$ cat src/rtl/multiplicador_secuencial_pkg.sv
// Shared constants and state encoding for the sequential multiplier.
// Build option: define MULT_SIGNED_EN for the two's-complement Booth radix-2 datapath;
// leave it undefined for the unsigned shift-add datapath.
package multiplicador_secuencial_pkg;

  // Default operand width; the product is twice this wide.
  localparam int unsigned DefaultN = 16;

  // Controller states, 2-bit encoding.
  typedef enum logic [1:0] {
    StIdle = 2'b00,
    StCalc = 2'b01,
    StDone = 2'b10
  } state_e;

endpackage

$ cat src/rtl/multiplicador_secuencial.sv
// Sequential N x N -> 2N multiplier: one partial product per clock.
// Build option MULT_SIGNED_EN: defined -> signed Booth radix-2, undefined -> unsigned shift-add.
// Timing: start accepted at edge k, done strobes in the cycle after edge k+N+1, busy covers the
// N CALC cycles plus the DONE cycle. producto is held until the next result lands.
module multiplicador_secuencial
  import multiplicador_secuencial_pkg::*;
#(
  parameter int unsigned N = DefaultN
) (
  input  logic           clk,
  input  logic           reset,
  input  logic           start,
  input  logic [N-1:0]   multiplicando,
  input  logic [N-1:0]   multiplicador,
  output logic [2*N-1:0] producto,
  output logic           busy,
  output logic           done
);

  localparam int unsigned CntW = $clog2(N + 1);

  state_e          state_q;
  logic [N:0]      m_q;      // multiplicand, extended to N+1 bits
  logic [N:0]      a_q;      // upper accumulator, one guard bit
  logic [N-1:0]    q_q;      // multiplier, shifted out LSB first
  logic [CntW-1:0] cnt_q;
  logic [2*N-1:0]  producto_q;
  logic            busy_q;
  logic            done_q;

  logic [N:0]      m_in;
  logic [N:0]      sum;
  logic [N:0]      a_d;
  logic [N-1:0]    q_d;

`ifdef MULT_SIGNED_EN
  logic            qm1_q;    // Booth q-1 bit
  logic            qm1_d;
`endif

  // Operand extension and one iteration of the partial-product datapath.
  always_comb begin
`ifdef MULT_SIGNED_EN
    m_in = {multiplicando[N-1], multiplicando};
    sum  = a_q;
    unique case ({q_q[0], qm1_q})
      2'b01:   sum = a_q + m_q;
      2'b10:   sum = a_q - m_q;
      default: sum = a_q;
    endcase
    // Arithmetic shift right of {A,Q,q-1}.
    a_d   = {sum[N], sum[N:1]};
    q_d   = {sum[0], q_q[N-1:1]};
    qm1_d = q_q[0];
`else
    m_in = {1'b0, multiplicando};
    sum  = a_q;
    if (q_q[0]) begin
      sum = a_q + m_q;
    end
    // Logical shift right of {A,Q}; the add carry lands in A[N] and shifts down.
    a_d = {1'b0, sum[N:1]};
    q_d = {sum[0], q_q[N-1:1]};
`endif
  end

  // Controller, iteration counter, datapath registers and registered outputs.
  always_ff @(posedge clk) begin
    if (reset) begin
      state_q    <= StIdle;
      m_q        <= '0;
      a_q        <= '0;
      q_q        <= '0;
      cnt_q      <= '0;
      producto_q <= '0;
      busy_q     <= 1'b0;
      done_q     <= 1'b0;
`ifdef MULT_SIGNED_EN
      qm1_q      <= 1'b0;
`endif
    end else begin
      done_q <= 1'b0;
      unique case (state_q)
        StIdle: begin
          if (start) begin
            m_q     <= m_in;
            a_q     <= '0;
            q_q     <= multiplicador;
            cnt_q   <= CntW'(N);
            busy_q  <= 1'b1;
            state_q <= StCalc;
`ifdef MULT_SIGNED_EN
            qm1_q   <= 1'b0;
`endif
          end
        end
        StCalc: begin
          a_q   <= a_d;
          q_q   <= q_d;
          cnt_q <= cnt_q - CntW'(1);
`ifdef MULT_SIGNED_EN
          qm1_q <= qm1_d;
`endif
          if (cnt_q == CntW'(1)) begin
            state_q <= StDone;
          end
        end
        StDone: begin
          // Low 2N bits of {A,Q}; A's guard bit only matters during iteration.
          producto_q <= {a_q[N-1:0], q_q};
          done_q     <= 1'b1;
          busy_q     <= 1'b0;
          state_q    <= StIdle;
        end
        default: begin
          state_q <= StIdle;
          busy_q  <= 1'b0;
        end
      endcase
    end
  end

  assign producto = producto_q;
  assign busy     = busy_q;
  assign done     = done_q;

endmodule

$ cat config.mk
export PLATFORM = sky130hd
export DESIGN_NAME = multiplicador_secuencial
export DESIGN_NICKNAME = d
export VERILOG_FILES = /design/src/rtl/multiplicador_secuencial_pkg.sv /design/src/rtl/multiplicador_secuencial.sv
export SDC_FILE = /design/constraint.sdc
export NUM_CORES = 1
export LEC_CHECK = 0
export BUFFER_PORTS_ARGS = -buffer_cell sky130_fd_sc_hd__buf_2
export CAP_MARGIN = 20
export CORE_UTILIZATION = 55
export DETAILED_ROUTE_END_ITERATION = 8
export GPL_TIMING_DRIVEN = 0
export PLACE_DENSITY_LB_ADDON = 0.05
export SYNTH_ARGS = -nofsm -noshare
export SYNTH_HDL_FRONTEND = slang
export SYNTH_SLANG_ARGS = --single-unit
$ cat constraint.sdc
create_clock -name clk -period 2.3 [get_ports clk]
set_input_delay 0.23 -clock clk [delete_from_list [all_inputs] [get_ports clk]]
set_output_delay 0.23 -clock clk [all_outputs]
set_load 0.02 [all_outputs]
==> impl_metrics.py <==
metrics = {
    "run_status": {
        "status": "finished, final reports clean",
    },
    "clock_tree": {
        "post_cts_buffers": 0,
        "cts_root_buf": "clkbuf_8",
        "cts_tree": "yes",
        "clock-sinks": 89,
        "clk_path_buf_depth": 2,
        "htree_levels": 3,
        "clkTransAtPathRegs_ps": 90,
        "cts_inserted_buffers": 9,
        "clk_latency_ps": 360,
    },
    "timing": {
        "hold_ws_ps": 101,
        "maxSlewHeadroom_pct": 51.1,
        "min_period_over_period_pct": 94.2,
        "finalHoldViolations": 0,
        "tns_ps": 0,
        "drv_slew": 0,
        "fmax_mhz": 462,
        "setup_viol": 0,
        "worst_slack_ps": 133,
        "rsz0062_at_grt": "false",
        "fin_worst_skew_ps": 9.37,
        "fin_crit_ps": 2170,
        "worstMarginPinSlew_ps": 731,
    },
    "synthesis": {
        "synthTopCellsByArea": "dfxtp_1, nand2_1, a21oi_1",
        "post-synth-top-area-fraction_pct": 43.5,
        "synth_top_cell_by_area": "dfxtp_1",
        "synth_flop_cell": "dfxtp_1",
        "avgSynthCellArea_um2": 8.11,
        "ys_types": 56,
        "synthArstFlopShare_pct": 0,
        "ys_seq_area_share_pct": 43.5,
        "synth_edf_count": 0,
        "netlist_area_mm2": 0.00410,
        "ys_ff_latch": 89,
        "synth_cells": 505,
        "yosysWarnings": 0,
        "synth.net_count": 559,
    },
    "grt": {
        "track_usage_pct": 27.8,
        "grt_pass1_wl_um": 16600,
        "grt.overflow.total": 0,
        "grt_pass1_vias": 3397,
        "grt_max_degree": 15,
        "antenna_found_initial": 0,
    },
    "finish": {
        "final_area_mm2": 0.00475,
        "postLayoutCoreUtil_pct": 65.8,
        "final_cell_mix": "nand2_1, dfxtp_1, a21oi_1",
        "fin_cells": 687,
        "final_common_cell": "nand2_1",
        "drive_gt1_share_pct": 16.7,
        "antenna_cells": 0,
        "areaGrowthSynthToFinish_pct": 15.9,
        "fin_nets": 637,
        "n_fill_cell": 681,
    },
    "critical_path": {
        "cp.arrival_ps": 2420,
        "slowest_stage": "ha_1",
        "worstPathMaxFanout": 5,
        "path_class": "reg2reg",
        "cp.depth": 7,
        "worst-r2r-cell-count": 7,
        "end_kind": "flip-flop",
        "cpPeakStageDelay_ps": 360,
        "crit_family": "compound AO/OA/AOI/OAI gates",
        "cp.required_ps": 2560,
        "startpoint_type": "flip-flop",
        "path_cells": "ha_1 > a21oi_2 > nand2_1 > a41oi_2 > o311ai_2 > or3_1 > a32o_1",
        "path_buf_inv": 0,
    },
    "detailed_routing": {
        "vias": 3837,
        "wl_um": 10200,
        "via_per_inst": 5.59,
        "drtPass1Iterations": 5,
        "remaining_drc_errors": 0,
        "antenna_left": 0,
        "drt_iter0_markers": 255,
        "wl_per_cell_um": 14.9,
    },
    "power_and_ir_drop": {
        "powerDensity_mw_per_mm2": 644,
        "p_leak_nw": 1.85,
        "finalPower_mw": 3.06,
        "ir_worst_vdd_v": 0.000383,
    },
    "placement": {
        "port_buffers": 67,
        "dp_slack_ps": 148,
        "place_area_mm2": 0.00455,
        "dp.cells": 671,
        "post-dp-hpwl_um": 7270,
        "place.gp.congestion": 0.945,
    },
    "hold_path": {
        "hold_path.class": "in2reg",
        "hold_depth": 3,
    },
    "floorplanning": {
        "pin_count": 69,
        "placementRows": 31,
        "die_h_um": 88.3,
        "coreArea_mm2": 0.00721,
        "die_x_um": 88.3,
        "start_util_pct": 56.8,
        "die_area_mm2": 0.00780,
    },
    "run": {
        "max_cap_viol_count": 0,
    },
}
-- repair_timing --
action                                  4_1_cts  5_1_grt
endpoints found under the setup margin        0        2
hold buffers                                  0        0
resized for setup                             0        1
-- per-layer routing --
| layer | global-route usage [%] | share of wire, % |
|---|---|---|
| met4 | 8.50 | 1.2 |
| met3 | 5.78 | 5.4 |
| met1 | 39.7 | 49 |
| met2 | 42.4 | 44 |
| met5 | 0 | 0 |
-- report_power, final --
group / switching, mW / total, mW / internal (mW) / leakage, nW
Combinational: 0.239 / 0.365 / 0.126 / 1.03
Sequential: 0.0457 / 1.64 / 1.60 / 0.724
Clock: 0.550 / 1.05 / 0.502 / 0.0933
-- cells in the mapped netlist (all sizes together) (2+ instances only) --
cell type / instances
nand2b: 3
o2111ai: 2
a21o: 3
dfxtp: 89
a311oi: 2
xnor2: 8
o21a: 2
nor2b: 5
nor3: 4
inv: 8
nand4: 2
a211oi: 4
nand3: 14
buf: 7
a31oi: 3
clkbuf: 29
a22oi: 24
nor2: 17
o311ai: 2
nor3b: 2
o21ai: 8
o22ai: 8
xor2: 2
nand2: 132
a21oi: 81
mux2i: 2
o21bai: 2
ha: 18
o211ai: 4
-- path summary, 6_finish.rpt --
kind / from / end / slack, ps
setup reg to reg: a_q[4] / a_q[14] / 130
setup / recovery: a_q[4] / a_q[14] / 130
hold / removal: multiplicando[12] / m_q[12] / 100
hold reg to reg: producto[16] / producto[16] / 450
-- sequential cells by signal, indices dropped and copies added (netlist names) --
signal / flops
cnt_q: 5
busy: 1
done: 1
producto: 32
state_q: 2
a_q: 16
m_q: 16
q_q: 16
-- cells by family (layout without fill, tap and decap cells) --
kind of cell / count (synthesis) / in the layout / synth area share, %
buf+inv: 44 / 127 / 4.12
fa+ha+maj: 19 / 19 / 5.99
simple gates: 187 / 187 / 19.7
flops: 89 / 89 / 43.5
compound gates: 153 / 153 / 23.8
xor+xnor: 10 / 10 / 2.14
mux: 3 / 3 / 0.764
-- layout make-up --
| class | instances | area [um^2] | area share, % |
|---|---|---|---|
| clock inverter | 5 | 56.3 | 1.19 |
| multi-input combinational | 372 | 2150 | 45.3 |
| tap | 99 | 124 | 2.61 |
| inverter | 8 | 30.0 | 0.633 |
| timing repair buffer | 67 | 335 | 7.06 |
| sequential | 89 | 1780 | 37.5 |
| clock buffer | 11 | 131 | 2.77 |
| buffer | 36 | 139 | 2.93 |
-- worst min-delay path, stage by stage --
cell,delay (ps)
buf_2,90
nand2_1,40
a21oi_1,50
Note: power is estimated with default switching activity, not from simulation.
